`config.mk`:
```
export PLATFORM = sky130hd
export DESIGN_NAME = gray_counter
export DESIGN_NICKNAME = d
export VERILOG_FILES = /design/src/rtl/gray_counter.sv
export SDC_FILE = /design/constraint.sdc
export NUM_CORES = 1
export LEC_CHECK = 0
export ABC_AREA = 1
export CAP_MARGIN = 15
export CORE_MARGIN = 4
export CORE_UTILIZATION = 52
export DETAILED_ROUTE_END_ITERATION = 8
export GPL_TIMING_DRIVEN = 1
export PLACE_DENSITY = 0.8
export SLEW_MARGIN = 20
export SYNTH_ARGS = -nofsm -noshare
export SYNTH_HDL_FRONTEND = slang
export SYNTH_SLANG_ARGS = --single-unit
```
`constraint.sdc`:
```
create_clock -name clk -period 2.25 [get_ports clk]
set_input_delay 0.225 -clock clk [delete_from_list [all_inputs] [get_ports clk]]
set_output_delay 0.225 -clock clk [all_outputs]
set_load 0.02 [all_outputs]
```
`src/rtl/gray_counter.sv`:
```
// Up/down counter holding binary and Gray copies of its state; loadable in either code, wraps or saturates.
// Latency: one clk edge from inputs to bin_out/gray_out/limit; no backpressure, one step per cycle.
// Backpressure: none; every enabled edge is consumed.
module gray_counter #(
    parameter int size      = 10,
    parameter bit wrap_mode = 1'b1
) (
    input  logic            clk,
    input  logic            rst_n,
    input  logic            en,
    input  logic            up_dn,
    input  logic            load,
    input  logic            load_gray,
    input  logic [size-1:0] load_val,
    output logic [size-1:0] bin_out,
    output logic [size-1:0] gray_out,
    output logic            limit
);

    localparam logic [size-1:0] ONE = {{(size-1){1'b0}}, 1'b1};

    logic [size-1:0] r_bin;
    logic [size-1:0] r_gray;
    logic            r_limit;

    logic [size-1:0] w_load_bin;
    logic [size-1:0] w_next_bin;
    logic [size-1:0] w_next_gray;
    logic            w_next_lim;
    logic            w_at_end;

    // Each binary bit is the XOR of all Gray bits at and above it.
    for (genvar i = 0; i < size; i++) begin : g_g2b
        assign w_load_bin[i] = ^(load_val >> i);
    end

    assign w_at_end = up_dn ? (&r_bin) : (~|r_bin);

    always_comb begin
        w_next_bin = r_bin;
        w_next_lim = 1'b0;
        if (load) begin
            w_next_bin = load_gray ? w_load_bin : load_val;
        end else if (en) begin
            w_next_lim = w_at_end;
            if (!w_at_end || wrap_mode) begin
                w_next_bin = up_dn ? (r_bin + ONE) : (r_bin - ONE);
            end
        end
    end

    // Gray copy is registered from the next value so the output never glitches.
    assign w_next_gray = w_next_bin ^ (w_next_bin >> 1);

    always_ff @(posedge clk or negedge rst_n) begin
        if (!rst_n) begin
            r_bin   <= '0;
            r_gray  <= '0;
            r_limit <= 1'b0;
        end else begin
            r_bin   <= w_next_bin;
            r_gray  <= w_next_gray;
            r_limit <= w_next_lim;
        end
    end

    assign bin_out  = r_bin;
    assign gray_out = r_gray;
    assign limit    = r_limit;

endmodule

```
== Word-level counts from Yosys, hierarchy flattened ==
Index checks and enable logic that the tools add are counted.
Operators by class
  $add $sub $neg: 2
  multiplexer cells: 7
  bitwise gates (word level): 1
  reductions and logical operators: 13
Operators by type and width (number)
  10-bit parity: 10
  10-bit 2-to-1 mux: 4
  10-bit by 1-bit adder with 10-bit output (second input constant): 1
  10-bit AND reduction: 1
  10-bit OR reduction: 1
  10-bit by 1-bit subtractor with 10-bit output (second input constant): 1
  10-bit by 9-bit bitwise XOR with 10-bit output: 1
  1-bit 2-to-1 mux: 3
  1-bit zero test: 1
Word-level totals
  bits in registers: 21
  output and inout bits: 21
  word-level logic and storage cells: 26

== Depth between registers and ports, before layout ==
  depth after elaboration: 5
  depth in mapped cells: 14
  mapped depth without buffers: 14

== Least setup slack after synthesis ==
No wires, ideal clock.
  path type: reg2reg
  from: register r_bin[0], in the netlist bin_out[0]
  to: register r_gray[5], in the netlist gray_out[5]
  library setup time: 117 ps
  arrival time: 1864 ps
  required time: 2133 ps
  slack: 270 ps
  stages on the path, launching flop included: 12
  period minus slack after synthesis: 1980 ps
  cell sequence: dfrtp_1 -> inv_1 -> fa_1 -> nand3b_1 -> nand2_1 -> nand2_1 -> nand3_1 -> nand3_1 -> a21oi_1 -> inv_1 -> nand2_1 -> nand2_1
On the way
  word-level cells in the longest chain between the ends: 5
  elaborated cells between the ends (all ways): 6
  classes of those cells: add/sub: 2; mux: 3; bitwise: 1
RTL lines
  from (decl): line 22  | logic [size-1:0] r_bin;
  from (signal assigned): line 61  | r_bin <= w_next_bin;
  10-bit by 1-bit subtractor with 10-bit output or 10-bit by 1-bit adder with 10-bit output (tied branches): line 47  | w_next_bin = up_dn ? (r_bin + ONE) : (r_bin - ONE);
  10-bit 2-to-1 mux *: line 47
  10-bit 2-to-1 mux *: line 44  | end else if (en) begin
  10-bit 2-to-1 mux *: line 42  | if (load) begin
  named net w_next_bin[6]: line 27  | logic [size-1:0] w_next_bin;
  10-bit by 9-bit bitwise XOR with 10-bit output *: line 53  | assign w_next_gray = w_next_bin ^ (w_next_bin >> 1);
  named net w_next_gray[5]: line 28  | logic [size-1:0] w_next_gray;
  to (signal assigned): line 62  | r_gray <= w_next_gray;
  to (decl): line 23  | logic [size-1:0] r_gray;
Mark *: on every way through the listed nets, which the timed path passes. The rest lies on a longest branch.

== Final worst setup path ==
  from: input up_dn
  to: register r_gray[7], in the netlist gray_out[7]
On the way
  word-level cells in the longest chain between the ends: 4
RTL lines
  from (decl): line 11  | input logic up_dn,
  10-bit 2-to-1 mux: line 47
  10-bit 2-to-1 mux: line 44
  10-bit 2-to-1 mux: line 42
  named net w_next_bin[8]: line 27
  10-bit by 9-bit bitwise XOR with 10-bit output: line 53
  named net w_next_gray[7]: line 28
The timed path passes the listed nets, and every way through them passes these cells.

==> impl_metrics.ini <==
[die]
die_h_um = 68.5
initial_core_util_pct = 55.4
dieArea_um2 = 4700
row_count = 21
fp.coreArea_um2 = 3440
ios = 37
die_x_um = 68.5

[detailed_routing]
ant_nets = 0
wl_per_cell_um = 12.9
wl_mm = 5.34
vias = 2141
vias_per_cell = 5.17
drc = 0
drtPass1Iterations = 4
dr.first_iter.drc_count = 184

[placement]
hpwl_mm = 4.32
post_dp_cell_area_um2 = 2410
dp_slack_ns = -0.107
place_congestion = 0.958
dp.cells = 410
numPortBuffers = 36

[yosys]
synth-simple-area-share_pct = 41.5
synthAdderAreaFrac_pct = 6.30
synth_largest_area_cell = dfrtp_1
yosys.area_share.xor_xnor_pct = 3.68
synth_compound_area_share_pct = 10.4
synthCells = 318
synth_top_family_by_area = simple AND/OR/NAND/NOR gates
yosysSeqAreaShare_pct = 26.3
synth.distinct_cells = 27
synthTopCellsByArea = dfrtp_1, nand2_1, inv_1
syn-cell-area_um2 = 1910
synthMuxAreaShare_pct = 0
ys_ff_latch = 20
syn_nets = 343
yosysTopAreaCellShare_pct = 26.3
syn_area_per_cell_um2 = 5.99
yosys_warnings = 0

[global_routing]
grt_pass1_wl_mm = 8.75
grt_max_degree = 21
grt_pass1_vias = 1939
antenna_found_initial = 0
track_usage_pct = 24.7
gr-total-overflow = 0

[layout]
drive_above_1_share_pct = 10.3
layoutNonFillerInstCount = 414
area_growth_pct = 30.7
nets = 394
fill_cells = 308
antenna_cells = 0
final_area_um2 = 2490

[setup_path]
critPathSlowestCell = clkdlybuf4s50_1
cpPeakStageDelay_ns = 0.43
critPathMostFrequentCell = nand2_1
end_kind = flip-flop
critical_path_required_ns = 2.40
startpoint_type = input port
arrival_ns = 2.22
crit_family = simple AND/OR/NAND/NOR gates
worstPathMaxFanout = 4
setup.worst_path.class = in -> reg
path_cells = clkdlybuf4s50_1, buf_4, fa_1, nand3b_1, nand2_1, nand2_1, nand2_1, nand2_1, nand3_1, nand2_1, nand2_1, inv_1, nand2_1, nand2_1
worst-path-buf-inv = 3

[timing]
max_freq_mhz = 485
fin_crit_sh_pct = 91.7
drv_slew = 0
fin_skew_ns = 0.00589
layout_min_cycle_time_ns = 2.06
hold_viol = 0
setup-violations-final = 0
tightestPinTransition_ns = 0.403
slew_headroom_pct = 73.1
fin_ws_ns = 0.187
rsz0062_at_grt = false
holdWs_ns = 0.294

[clocking]
cts_resized = 0
clock-sinks = 20
cts-root-buf = clkbuf_8
htreeDepth = 1
cts_buffers = 3
post_cts_buffers = 0
cts.path.max_buffers = 2
clk_pin_slew_worst_paths_ns = 0.08
hold_buffers = 0
clk_latency_ns = 0.26
cts_tree = done

[run_status]
outcome = complete, no violations

[power]
leakagePower_nw = 1.39
peakVddDrop_v = 0.000698
pwr_density_cell_nw_per_um2 = 702

[job]
max-cap-violations = 0

[worst_hold_path]
hp-class = in -> async
[power by group]
group | internal [W] | switching [W]
clock | 0.000238 | 0.000124
combinational | 0.000384 | 0.000524
sequential | 0.000428 | 0.0000499
[worst paths after layout]
kind / start / end / slack (ns) / depth (start not counted)
max in group asynchronous: rst_n / bin_out[6] / 1.74 / 2
setup reg to reg: bin_out[0] / gray_out[7] / 0.29 / 13
setup / recovery: up_dn / gray_out[7] / 0.19 / 14
hold reg to reg: bin_out[1] / limit / 0.67 / 3
hold / removal: rst_n / gray_out[3] / 0.29 / 2
min in group clk: bin_out[1] / limit / 0.67 / 3
[metrics by stage]
stage	power, W	setup TNS (ns)	utilization (%)
final	0.00175	0	72.3
after global routing	0.00187	0	72.3
after CTS	0.00174	0	72.2
after detailed placement	0.00137	-0.376	70.1
after global placement	0.00136	-0.173	70.1
after floorplan	0.00101	0	-
[flip-flops by register name (all words and copies together), names as in the netlist]
name      cells
bin_out      10
limit         1
gray_out      9
[cells in the final DEF, fill, tap and decap left out, types with 2 or more instances in the layout]
cell	Yosys	routed
nand3_1	29	29
nand4_1	4	4
nand2_1	133	133
xnor2_1	4	4
nor4_1	4	4
ha_1	8	7
a21oi_1	23	22
dfrtp_1	20	20
inv_1	44	43
inv_2	5	6
xor2_1	4	4
clkbuf_8	0	3
nor2_1	11	11
a21oi_2	1	2
nand2_2	6	6
buf_4	2	17
o21ai_0	7	7
clkdlybuf4s50_1	0	36
[cell families (layout without fill, tap and decap cells)]
group                    after synthesis  in the layout
buffers and inverters                 57            107
AO/OA/AOI/OAI                         35             35
adder cells (fa/ha/maj)                9              9
XOR/XNOR                               8              8
AND/OR/NAND/NOR                      189            189
flip-flops                            20             20
[metal layers]
layer	GRT usage, %	vias to the layer above	share of wire (%)
li1	-	1101	-
met1	33.7	965	47
met2	40.0	67	45
met3	4.86	8	6.9
met4	6.20	0	1.7
met5	0	-	0
[cell usage after synthesis (all sizes together)]
library cell    n
xor2            4
fa              1
nand4           4
ha              8
nor2           11
nand3b          1
a21boi          1
nand3          30
o21ai           8
a21oi          24
buf             4
clkbuf          3
clkinv          1
dfrtp          20
inv            49
o211ai          1
nor4            4
xnor2           4
a211oi          1
nand2         139
[area by class of cell]
cell class	count	area, um2	area share, %
clock buffers	3	41.3	1.66
repair buffers	53	488	19.6
flip-flops and latches	20	500	20.1
well taps	46	57.6	2.31
clock inverters	1	30.0	1.21
inverters	50	188	7.54
multi-input cells	241	1180	47.6
No activity file was read; power rests on OpenSTA's default activity.
